--- config.mk ---
export PLATFORM = sky130hd
export DESIGN_NAME = queue_ctrl
export DESIGN_NICKNAME = d
export VERILOG_FILES = /design/src/rtl/queue_ctrl.sv
export SDC_FILE = /design/constraint.sdc
export NUM_CORES = 1
export LEC_CHECK = 0
export ABC_AREA = 1
export BUFFER_PORTS_ARGS = -buffer_cell sky130_fd_sc_hd__buf_2
export CORE_ASPECT_RATIO = 0.9
export CORE_UTILIZATION = 40
export CTS_CLUSTER_DIAMETER = 50
export DETAILED_ROUTE_END_ITERATION = 10
export SYNTH_ARGS = -nofsm -noshare
export SYNTH_HDL_FRONTEND = slang
export SYNTH_SLANG_ARGS = --single-unit
--- constraint.sdc ---
create_clock -name clk -period 1.8 [get_ports clk]
set_input_delay 0.27 -clock clk [delete_from_list [all_inputs] [get_ports clk]]
set_output_delay 0.27 -clock clk [all_outputs]
set_load 0.05 [all_outputs]
--- src/rtl/queue_ctrl.sv ---
// queue_ctrl: synchronous FIFO queue controller with registered read data,
// registered occupancy flags and drive for a downstream up/down tally counter.
// Optional feature macro: QUEUE_CTRL_ERR_EN adds sticky err_ovf / err_udf.
// Ports:
//   clk, rst (sync, active-high), flush (sync clear)
//   wr_en/wr_data     push request and data
//   rd_en             pop request
//   rd_data/rd_valid  popped entry, valid the cycle after the accepting edge
//   full/empty/count  registered occupancy
//   cnt_load/cnt_en/cnt_d/cnt_value  tally counter load/enable/dir/value
//   err_ovf/err_udf   sticky push-on-full / pop-on-empty (macro only)
module queue_ctrl #(
    parameter int DW = 8,
    parameter int AW = 4
) (
    input  logic          clk,
    input  logic          rst,
    input  logic          flush,
    input  logic          wr_en,
    input  logic [DW-1:0] wr_data,
    input  logic          rd_en,
    output logic [DW-1:0] rd_data,
    output logic          rd_valid,
    output logic          full,
    output logic          empty,
    output logic [AW:0]   count,
    output logic          cnt_load,
    output logic          cnt_en,
    output logic          cnt_d,
    output logic [AW:0]   cnt_value
`ifdef QUEUE_CTRL_ERR_EN
    ,
    output logic          err_ovf,
    output logic          err_udf
`endif
);

    localparam logic [AW:0] DEPTH = {1'b1, {AW{1'b0}}};

    logic [DW-1:0] mem_q [2**AW];
    logic [AW-1:0] wr_ptr_q, wr_ptr_d;
    logic [AW-1:0] rd_ptr_q, rd_ptr_d;
    logic [AW:0]   count_q, count_d;
    logic          full_q, empty_q;
    logic [DW-1:0] rd_data_q;
    logic          rd_valid_q;
    logic          wr_acc, rd_acc;

    // rst and flush both block acceptance so the tally counter never
    // sees an enable while it is being loaded.
    assign wr_acc = wr_en & ~full_q & ~flush & ~rst;
    assign rd_acc = rd_en & ~empty_q & ~flush & ~rst;

    always_comb begin
        wr_ptr_d = wr_ptr_q;
        rd_ptr_d = rd_ptr_q;
        count_d  = count_q;
        if (wr_acc) wr_ptr_d = wr_ptr_q + AW'(1);
        if (rd_acc) rd_ptr_d = rd_ptr_q + AW'(1);
        if (wr_acc && !rd_acc) count_d = count_q + (AW+1)'(1);
        if (rd_acc && !wr_acc) count_d = count_q - (AW+1)'(1);
        if (rst || flush) begin
            wr_ptr_d = '0;
            rd_ptr_d = '0;
            count_d  = '0;
        end
    end

    always_ff @(posedge clk) begin
        if (rst) begin
            wr_ptr_q   <= '0;
            rd_ptr_q   <= '0;
            count_q    <= '0;
            full_q     <= 1'b0;
            empty_q    <= 1'b1;
            rd_valid_q <= 1'b0;
            rd_data_q  <= '0;
        end else begin
            wr_ptr_q   <= wr_ptr_d;
            rd_ptr_q   <= rd_ptr_d;
            count_q    <= count_d;
            // Flags track next-state count so they align with count.
            full_q     <= (count_d == DEPTH);
            empty_q    <= (count_d == '0);
            rd_valid_q <= rd_acc;
            if (rd_acc) rd_data_q <= mem_q[rd_ptr_q];
        end
    end

    // Storage is intentionally not reset.
    always_ff @(posedge clk) begin
        if (wr_acc) mem_q[wr_ptr_q] <= wr_data;
    end

    assign rd_data   = rd_data_q;
    assign rd_valid  = rd_valid_q;
    assign full      = full_q;
    assign empty     = empty_q;
    assign count     = count_q;
    assign cnt_load  = rst | flush;
    assign cnt_en    = wr_acc ^ rd_acc;
    assign cnt_d     = rd_acc & ~wr_acc;
    assign cnt_value = '0;

`ifdef QUEUE_CTRL_ERR_EN
    logic err_ovf_q, err_udf_q;

    always_ff @(posedge clk) begin
        if (rst || flush) begin
            err_ovf_q <= 1'b0;
            err_udf_q <= 1'b0;
        end else begin
            if (wr_en && full_q)  err_ovf_q <= 1'b1;
            if (rd_en && empty_q) err_udf_q <= 1'b1;
        end
    end

    assign err_ovf = err_ovf_q;
    assign err_udf = err_udf_q;
`endif

endmodule
==> impl_metrics.ini, run 1 <==
[routing]
drcViolationCount = 2
drt_iter0_drc = 329
vias = 4588
avgViaCountPerCell = 4.75
totalWireLength_um = 14800
drt-pass1-iter-count = 8
wire_per_inst_um = 15.3
drtAntennaViolNets = 0

[cts]
htree_levels = 4
clk_latency_ns = 0.42
cts_tree = done
cts_buffer_depth = 2
clock-root-buffer = clkbuf_16
cts_hold_buf = 0
cts.clk_slew.worst_paths_ns = 0.06
cts_buffers = 17
cts_sinks = 152

[setup_path]
startpoint = empty$_SDFF_PP1_
timing.critical_path.buf_inv = 3
cp_slowest_cell = dfxtp_4
rr_worst_depth = 11
crit_required_ns = 1.53
start_kind = flip-flop
path_depth = 6
critPathCaptureType = output port
r2r-start = empty$_SDFF_PP1_
critical_path.max_stage_delay_ns = 0.36
path_cells = nor2_4 > nand2_2 > inv_2 > ha_4 > inv_1 > buf_6
worstSetupPathType = reg -> out
cp-endpoint = cnt_en
ff2ff_setup_slack_ns = 0.18
path_max_fanout = 2
cp.arrival_ns = 1.46
timing.rr.end = empty$_SDFF_PP1_
critical-path-top-delay-family = flip-flops

[placement]
place_hpwl_um = 9660
placed_area_um2 = 7170
io_buffers = 31
finalWeightedCongestion = 0.897

[sta]
clock_skew_ns = 0.00561
setup_viol = 0
fmax_mhz = 579
hold_violations = 0
min_period_ns = 1.73
maxSlewViolCount = 0
slew_headroom = 0.567
fin_crit_sh = 0.959
tightestPinTransition_ns = 0.649
final.setup.tns_ns = 0
fin_hold_ws_ns = 0.235

[floorplan]
die_area_um2 = 17300
initial_core_util = 0.412
fp.dieH_um = 125
core_area_um2 = 16300
io_pins = 37
dieWidth_um = 139
rows = 44

[logic_synthesis]
async_reset_ff_frac = 0
seq_area_frac_synth = 0.644
synthesis.area_um2 = 6710
yosysMostFrequentCell = nand2_1
synth_warnings = 0
ys_ff_latch = 152
netlist_top_cells_count = nand2_1 (212), edfxtp_1 (128), inv_1 (119), nand3_1 (111), nor2_1 (30)
synth_cell_types = 19
synth_top_area_cell = edfxtp_1
synth_top_flop_cell = edfxtp_1
synth_cells = 695
netlist.area_leader.share = 0.573
syn_area_per_cell_um2 = 9.66
synth-edff-count = 128
synth.area.top_cells = edfxtp_1 (57%), nand2_1 (12%), nand3_1 (8.3%), dfxtp_1 (7.2%), inv_1 (6.7%)

[global_route]
grt.overflow.total = 0
grt_pass1_wl_um = 23600
grt_pass1_vias = 4499
track_usage = 0.185
antenna_found_initial = 0
grt_max_degree = 57

[layout]
drive_gt1_frac = 0.142
antennaDiodeCount = 0
area_growth_pct = 16.9
final_area_um2 = 7840
nNetsFinal = 768
fillerInstances = 1502
final_core_util = 0.481

[run]
cap_violations = 0

[pwr]
intPower_mw = 6.26
p_comb_frac = 0.029
clock_power_share = 0.480
ir_drop_mv = 1.12
p_leak_nw = 3.49
swShare = 0.199
powerDensity_nw_per_um2 = 996
p_switching_mw = 1.56
seq_power_share = 0.491

[run_status]
violations = design-rule violations
status = complete, but fails checks

[hold_path]
hold_path_class = in -> reg
cells by family after synthesis:
logic type               count (synthesis)  share of synthesized area
flip-flops                             152                      0.644
AO/OA/AOI/OAI                           16                     0.0119
other                                    1                   0.000559
AND/OR/NAND/NOR                        358                      0.223
adder cells (fa/ha/maj)                  9                     0.0168
buffers and inverters                  159                      0.103
stage by stage:
| stage | worst slack (ns) | cells | power, mW |
|---|---|---|---|
| floorplan | 0.0826 | 699 | 4.04 |
| CTS | 0.0294 | 965 | 7.87 |
| finish | 0.0741 | 966 | 7.81 |
| global route | -0.000339 | 966 | 8.05 |
| detailed placement | 0.0240 | 932 | 4.13 |
| global placement | 0.0777 | 932 | 4.13 |
power by group through the flow:
stage | Combinational, mW | Sequential [mW] | Clock, mW
final | 0.226 | 3.84 | 3.75
after global routing | 0.248 | 3.83 | 3.96
after CTS | 0.226 | 3.83 | 3.81
after detailed placement | 0.223 | 3.91 | 0
after global placement | 0.219 | 3.91 | 0
after floorplan | 0.109 | 3.93 | 0
registers in the layout (all words and copies together), names as in the netlist:
name / count
rd_valid: 1
count: 5
rd_ptr_q: 4
wr_ptr_q: 4
rd_data: 8
mem_q: 128
full: 1
empty: 1
routing by layer:
layer / global-route usage / up-vias / part of all wire / wire length [um]
li1: - / 2311 / - / -
met1: 0.229 / 2138 / 0.45 / 6600
met2: 0.311 / 112 / 0.49 / 7220
met3: 0.0423 / 27 / 0.046 / 686
met4: 0.0833 / 0 / 0.019 / 276
met5: 0 / - / 0 / 0
cell type report:
type | count | area [um2] | share of cell area
multi-input cells | 388 | 1740 | 0.222
clock buffers | 19 | 453 | 0.0578
inverters | 127 | 477 | 0.0608
flip-flops and latches | 152 | 4330 | 0.552
repair buffers | 60 | 407 | 0.0519
clock inverters | 13 | 176 | 0.0225
well taps | 207 | 259 | 0.0330
layout by cell type (no fill, tap or decap):
master	count
dfxtp_4	1
bufinv_16	4
clkinv_1	1
nand4_1	3
nor2_4	2
nand3b_1	1
o21ai_0	2
dfxtp_1	21
nor2_1	28
nand2_1	210
a21oi_1	7
dfxtp_2	2
nand3_1	111
buf_4	28
buf_2	29
ha_4	1
nor2_2	1
ha_1	8
nand2_2	2
clkbuf_8	2
clkinvlp_4	2
buf_12	2
clkinv_4	2
conb_1	5
clkinv_2	4
inv_2	8
clkbuf_16	17
inv_1	119
o21ai_1	7
buf_6	1
edfxtp_1	128
worst register-to-register path: cells and delay by family (launching register included):
family | cells | cell delay [ns]
buffers and inverters | 1 | 0.14
flip-flops | 1 | 0.36
AND/OR/NAND/NOR | 9 | 0.86
adder cells (fa/ha/maj) | 1 | 0.20
how the worst min path moves through the flow:
stage	startpoint	endpoint	slack [ns]	cells past startpoint
final	rst	rd_data[4]$_SDFFE_PP0P_	0.23	4
after floorplan	wr_data[0]	mem_q[0][0]$_DFFE_PP_	0.37	0
after global placement	rd_data[4]$_SDFFE_PP0P_	rd_data[4]$_SDFFE_PP0P_	0.46	2
after global routing	rst	rd_data[1]$_SDFFE_PP0P_	0.24	4
after CTS	rd_en	rd_ptr_q[2]$_SDFFE_PP0P_	0.21	5
after detailed placement	rd_data[7]$_SDFFE_PP0P_	rd_data[7]$_SDFFE_PP0P_	0.46	2
timing repair:
action                                  in CTS  in global routing
pin swaps                                    1                  0
resized for setup                            4                  5
setup buffers                                1                  1
cloned                                       0                  0
endpoints found under the setup margin       2                  4
(Power assumes the default switching activity.)
==> run 2, diff against run 1 <==
- ABC_AREA: 1 -> default
- CAP_MARGIN: default -> 20
==> impl_metrics.ini, run 2 <==
[run_status]
status = complete, but fails checks
violations = negative setup slack

[cts]
cts.clk_slew.worst_paths_ns = 0.06
cts_buffers = 17
cts_buffer_depth = 2
cts_tree = done
clk_latency_ns = 0.42
cts_sinks = 152
clock-root-buffer = clkbuf_16
htree_levels = 4
cts_hold_buf = 0

[logic_synthesis]
synth_cells = 347
synth_top_area_cell = edfxtp_1
async_reset_ff_frac = 0
synthesis.area_um2 = 6230
synth-edff-count = 128
synth_top_flop_cell = edfxtp_1
synth.area.top_cells = edfxtp_1 (62%), mux4_1 (8.9%), dfxtp_1 (7.7%), mux4_2 (2.9%), ha_1 (1.8%)
ys_ff_latch = 152
synth_cell_types = 51
synth_warnings = 0
yosysMostFrequentCell = edfxtp_1
seq_area_frac_synth = 0.694
syn_area_per_cell_um2 = 17.9
netlist_top_cells_count = edfxtp_1 (128), nor2_1 (26), dfxtp_1 (24), mux4_1 (21), nand2_1 (18)
netlist.area_leader.share = 0.617

[layout]
multiInputGateArea_um2 = 1860
fillerInstances = 1233
largest_reg_flops = 128
mostFrequentLayoutCell = edfxtp_1
layout_common_cells = edfxtp_1 (128), buf_4 (32), buf_2 (29)
max_flop_register = mem_q
instances_no_fill = 639
drive_gt1_frac = 0.370
antennaDiodeCount = 0
nNetsFinal = 450
area_growth_pct = 24.9
seqCellArea_um2 = 4330

[floorplan]
rows = 42
die_area_um2 = 16100
dieWidth_um = 134
fp.dieH_um = 120
initial_core_util = 0.416
io_pins = 37
core_area_um2 = 15000

[routing]
avgViaCountPerCell = 5.18
drtAntennaViolNets = 0
wire_per_inst_um = 19.3
drcViolationCount = 0
vias = 3310
totalWireLength_um = 12300
drt_iter0_drc = 256
drt-pass1-iter-count = 4

[sta]
slew_headroom = 0.643
fin_crit_sh = 1.13
setup_ws_ns = -0.240
clock_skew_ns = 0.00727
hold_violations = 0
fin_hold_ws_ns = 0.234
rsz0062_at_grt = yes
tightestPinTransition_ns = 0.534
maxSlewViolCount = 0
min_period_ns = 2.04
fmax_mhz = 490
setup_viol = 7

[pwr]
powerDensity_nw_per_um2 = 964
seq_power_share = 0.511
intPower_mw = 5.99
ir_drop_mv = 0.862
p_switching_mw = 1.50
clock_power_share = 0.460
p_leak_nw = 2.62
p_comb_frac = 0.029
swShare = 0.201

[global_route]
grt_pass1_vias = 3319
antenna_found_initial = 0
met1_usage = 0.232
busiest_layer = met2
track_usage = 0.169
grt_max_degree = 29
grtUsageMet3 = 0.0428
grt_pass1_wl_um = 19300
grt.overflow.total = 0
grt_use_met2 = 0.259

[setup_path]
path_max_fanout = 7
cp_slowest_cell = or4b_4
crit_required_ns = 2.12
critical_path.max_stage_delay_ns = 0.53
cp.arrival_ns = 2.36
path_cells = or4b_4 > clkinv_4 > ha_4 > buf_6 > nand3b_1 > o32ai_2 > xor2_1 > nor4b_2
critPathCaptureType = flip-flop
ff2ff_setup_slack_ns = -0.24
timing.critical_path.buf_inv = 2
start_kind = flip-flop
critical-path-top-delay-family = simple AND/OR/NAND/NOR gates
worstSetupPathType = reg -> reg

[placement]
io_buffers = 31
dpl.cell_count = 599
finalWeightedCongestion = 0.730
place_hpwl_um = 7890

[hold_path]
hold_path_class = in -> reg

[run]
cap_violations = 0
run 2: cell types whose count changed after synthesis, sizes merged, moves of 6 or more:
cell / previous run / this run
a21oi: 7 / 1
a22oi: 0 / 7
buf: 29 / 14
inv: 127 / 10
mux2i: 0 / 8
mux4: 0 / 29
nand2: 212 / 19
nand3: 111 / 2
o211ai: 0 / 7
o21ai: 9 / 1
run 2: area by class of cell:
class / count / share of cell area
flip-flops and latches: 152 / 0.557
multi-input cells: 167 / 0.240
repair buffers: 79 / 0.0901
clock buffers: 20 / 0.0587
well taps: 198 / 0.0318
clock inverters: 12 / 0.0162
inverters: 11 / 0.00643
run 2: path summary, 6_finish.rpt:
path | to | startpoint | cells after the start
min | mem_q[1][6]$_DFFE_PP_ | wr_data[6] | 1
max reg2reg | full$_SDFF_PP0_ | empty$_SDFF_PP1_ | 8
max | full$_SDFF_PP0_ | empty$_SDFF_PP1_ | 8
min reg2reg | rd_data[5]$_SDFFE_PP0P_ | rd_data[5]$_SDFFE_PP0P_ | 2
run 2: timing repair:
item	in CTS	in global routing
setup endpoints to repair	8	58
buffers inserted	7	1
pin swaps	6	6
resized for setup	18	13
run 2: power groups by stage:
stage	registers [mW]	logic, mW	clock network [mW]
after floorplan	3.91	0.0995	0
after global placement	3.90	0.194	0
after detailed placement	3.90	0.200	0
after CTS	3.83	0.218	3.52
after global routing	3.83	0.237	3.66
final	3.83	0.218	3.45
run 2: kinds of logic (layout without fill, tap and decap cells):
kind of cell | count (synthesis) | after routing | synth area share
flops | 152 | 152 | 0.694
simple gates | 74 | 74 | 0.0629
mux | 42 | 42 | 0.139
buf+inv | 32 | 122 | 0.0378
compound gates | 29 | 29 | 0.0356
fa+ha+maj | 9 | 9 | 0.0181
xor+xnor | 8 | 8 | 0.0113
other cells | 1 | 5 | 0.000602
run 2: metrics by stage:
| step | worst slack (ns) | util | power [mW] | setup TNS (ns) | instance area, um2 |
|---|---|---|---|---|---|
| after floorplan | -0.447 | - | 4.01 | -2.00 | 6350 |
| after detailed placement | -0.463 | 0.468 | 4.10 | -7.32 | 7010 |
| after global routing | -0.338 | 0.519 | 7.72 | -1.81 | 7780 |
| after CTS | -0.247 | 0.516 | 7.56 | -1.21 | 7730 |
| final | -0.240 | 0.519 | 7.50 | -1.23 | 7780 |
| after global placement | -0.386 | 0.468 | 4.09 | -5.01 | 7010 |
run 2: routing by layer:
layer,wire length [um],share of wire
met2,5870,0.48
met1,5680,0.46
met5,0,0
met4,170,0.014
met3,594,0.048
==> run 3, diff against run 2 <==
- CORE_UTILIZATION: 40 -> 45
==> impl_metrics.ini, run 3 (same netlist as run 2, synthesis figures left out) <==
[run_status]
status = complete, but fails checks
violations = negative setup slack

[routing]
drt-pass1-iter-count = 4
drcViolationCount = 0
drt_iter0_drc = 240
avgViaCountPerCell = 5.35
top_layer_used = met4
wl_met3_um = 485
m1WireLength_um = 5480
drtAntennaViolNets = 0
vias = 3287
wire_per_inst_um = 19.4
dr_wl_met2_um = 5850
totalWireLength_um = 11900

[placement]
finalWeightedCongestion = 0.770
io_buffers = 31
place_hpwl_um = 7920
pre_cts_slack_ns = -0.446

[setup_path]
crit_required_ns = 1.53
path_cells = or4b_4 > clkinv_4 > ha_4 > buf_4 > buf_8
worstSetupPathType = reg -> out
path_max_fanout = 6
start_kind = flip-flop
cp.arrival_ns = 1.75
cp_slowest_cell = or4b_4
critPathCaptureType = output port
critical_path.max_stage_delay_ns = 0.51
timing.critical_path.buf_inv = 3
critical-path-top-delay-family = simple AND/OR/NAND/NOR gates

[pwr]
total_power_mw = 7.63
clock_power_share = 0.471
p_leak_nw = 2.69
seq_power_share = 0.501
ir_drop_mv = 0.606
swShare = 0.199
p_switching_mw = 1.52
powerDensity_nw_per_um2 = 984
p_comb_frac = 0.027
intPower_mw = 6.11

[cts]
cts_tree = done
cts.clk_slew.worst_paths_ns = 0.06
clk_latency_ns = 0.41
cts_hold_buf = 0
cts_sinks = 152
cts_buffers = 17
htree_levels = 4
clock-root-buffer = clkbuf_16
cts_buffer_depth = 2

[layout]
antennaDiodeCount = 0
nNetsFinal = 455
largest_reg_flops = 128
drive_gt1_frac = 0.363
area_growth_pct = 24.6
max_flop_register = mem_q
layout_common_cells = edfxtp_1 (128), buf_4 (37), buf_2 (29)
final_core_util = 0.578
mostFrequentLayoutCell = edfxtp_1

[global_route]
antenna_found_initial = 0
grt_pass1_wl_um = 18400
track_usage = 0.181
grt_pass1_vias = 3286
grt_max_degree = 29
grt.overflow.total = 0

[floorplan]
fp.dieH_um = 114
io_pins = 37
dieWidth_um = 126
initial_core_util = 0.464
rows = 40
die_area_um2 = 14300
core_area_um2 = 13400

[sta]
hold_violations = 0
maxSlewViolCount = 0
slew_headroom = 0.659
setup_ws_ns = -0.215
rsz0062_at_grt = yes
setup_viol = 7
clock_skew_ns = 0.00496
min_period_ns = 2.02
fmax_mhz = 496
tightestPinTransition_ns = 0.511
fin_hold_ws_ns = 0.236
fin_crit_sh = 1.12
final.setup.tns_ns = -1.07

[hold_path]
hold_path_class = in -> reg

[run]
cap_violations = 0
-- run 3: final cells by class --
class                           count  area [um2]
Tap cell                          168         210
Sequential cell                   152        4330
Timing Repair Buffer               84         729
Inverter                           11        50.0
Clock inverter                     14         169
Fill cell                        1013        5660
Multi-Input combinational cell    167        1830
Clock buffer                       18         439
-- run 3: worst register-to-register path, delay by kind of cell (launching register included) --
kind	cells	cell delay [ns]
AOI/OAI and AO/OA	4	0.59
and+or+nand+nor	1	0.51
buffers and inverters	3	0.28
adders and majority gates	1	0.15
DFF	1	0.34
-- run 3: stage by stage --
step | std cells | cell area, um2
2_1_floorplan | 351 | 6350
3_3_place_gp | 577 | 7020
3_5_place_dp | 577 | 7020
4_1_cts | 612 | 7690
5_1_grt | 614 | 7760
6_report | 614 | 7760
-- run 3: what timing repair did --
action	in CTS	in global routing
pin swaps	3	6
resized for setup	11	14
endpoints found under the setup margin	11	69
buffers inserted	3	3
-- run 3: per-layer routing --
metal,vias up,track usage
met5,-,0
met4,0,0.0659
met3,10,0.0380
met2,58,0.291
met1,1672,0.245
li1,1547,-
-- run 3: final timing paths --
check / endpoint / slack, ns / startpoint / cells past startpoint
max reg2reg: empty$_SDFF_PP1_ / -0.21 / empty$_SDFF_PP1_ / 9
min reg2reg: rd_data[3]$_SDFFE_PP0P_ / 0.47 / rd_data[3]$_SDFFE_PP0P_ / 2
min: mem_q[15][1]$_DFFE_PP_ / 0.24 / wr_data[1] / 1
max: cnt_d / -0.22 / empty$_SDFF_PP1_ / 5
-- run 3: power groups by stage --
stage | Combinational, mW | Clock [mW] | Sequential (mW)
finish | 0.207 | 3.60 | 3.83
CTS | 0.204 | 3.67 | 3.83
detailed placement | 0.198 | 0 | 3.90
global placement | 0.192 | 0 | 3.90
global route | 0.225 | 3.81 | 3.83
floorplan | 0.0995 | 0 | 3.91
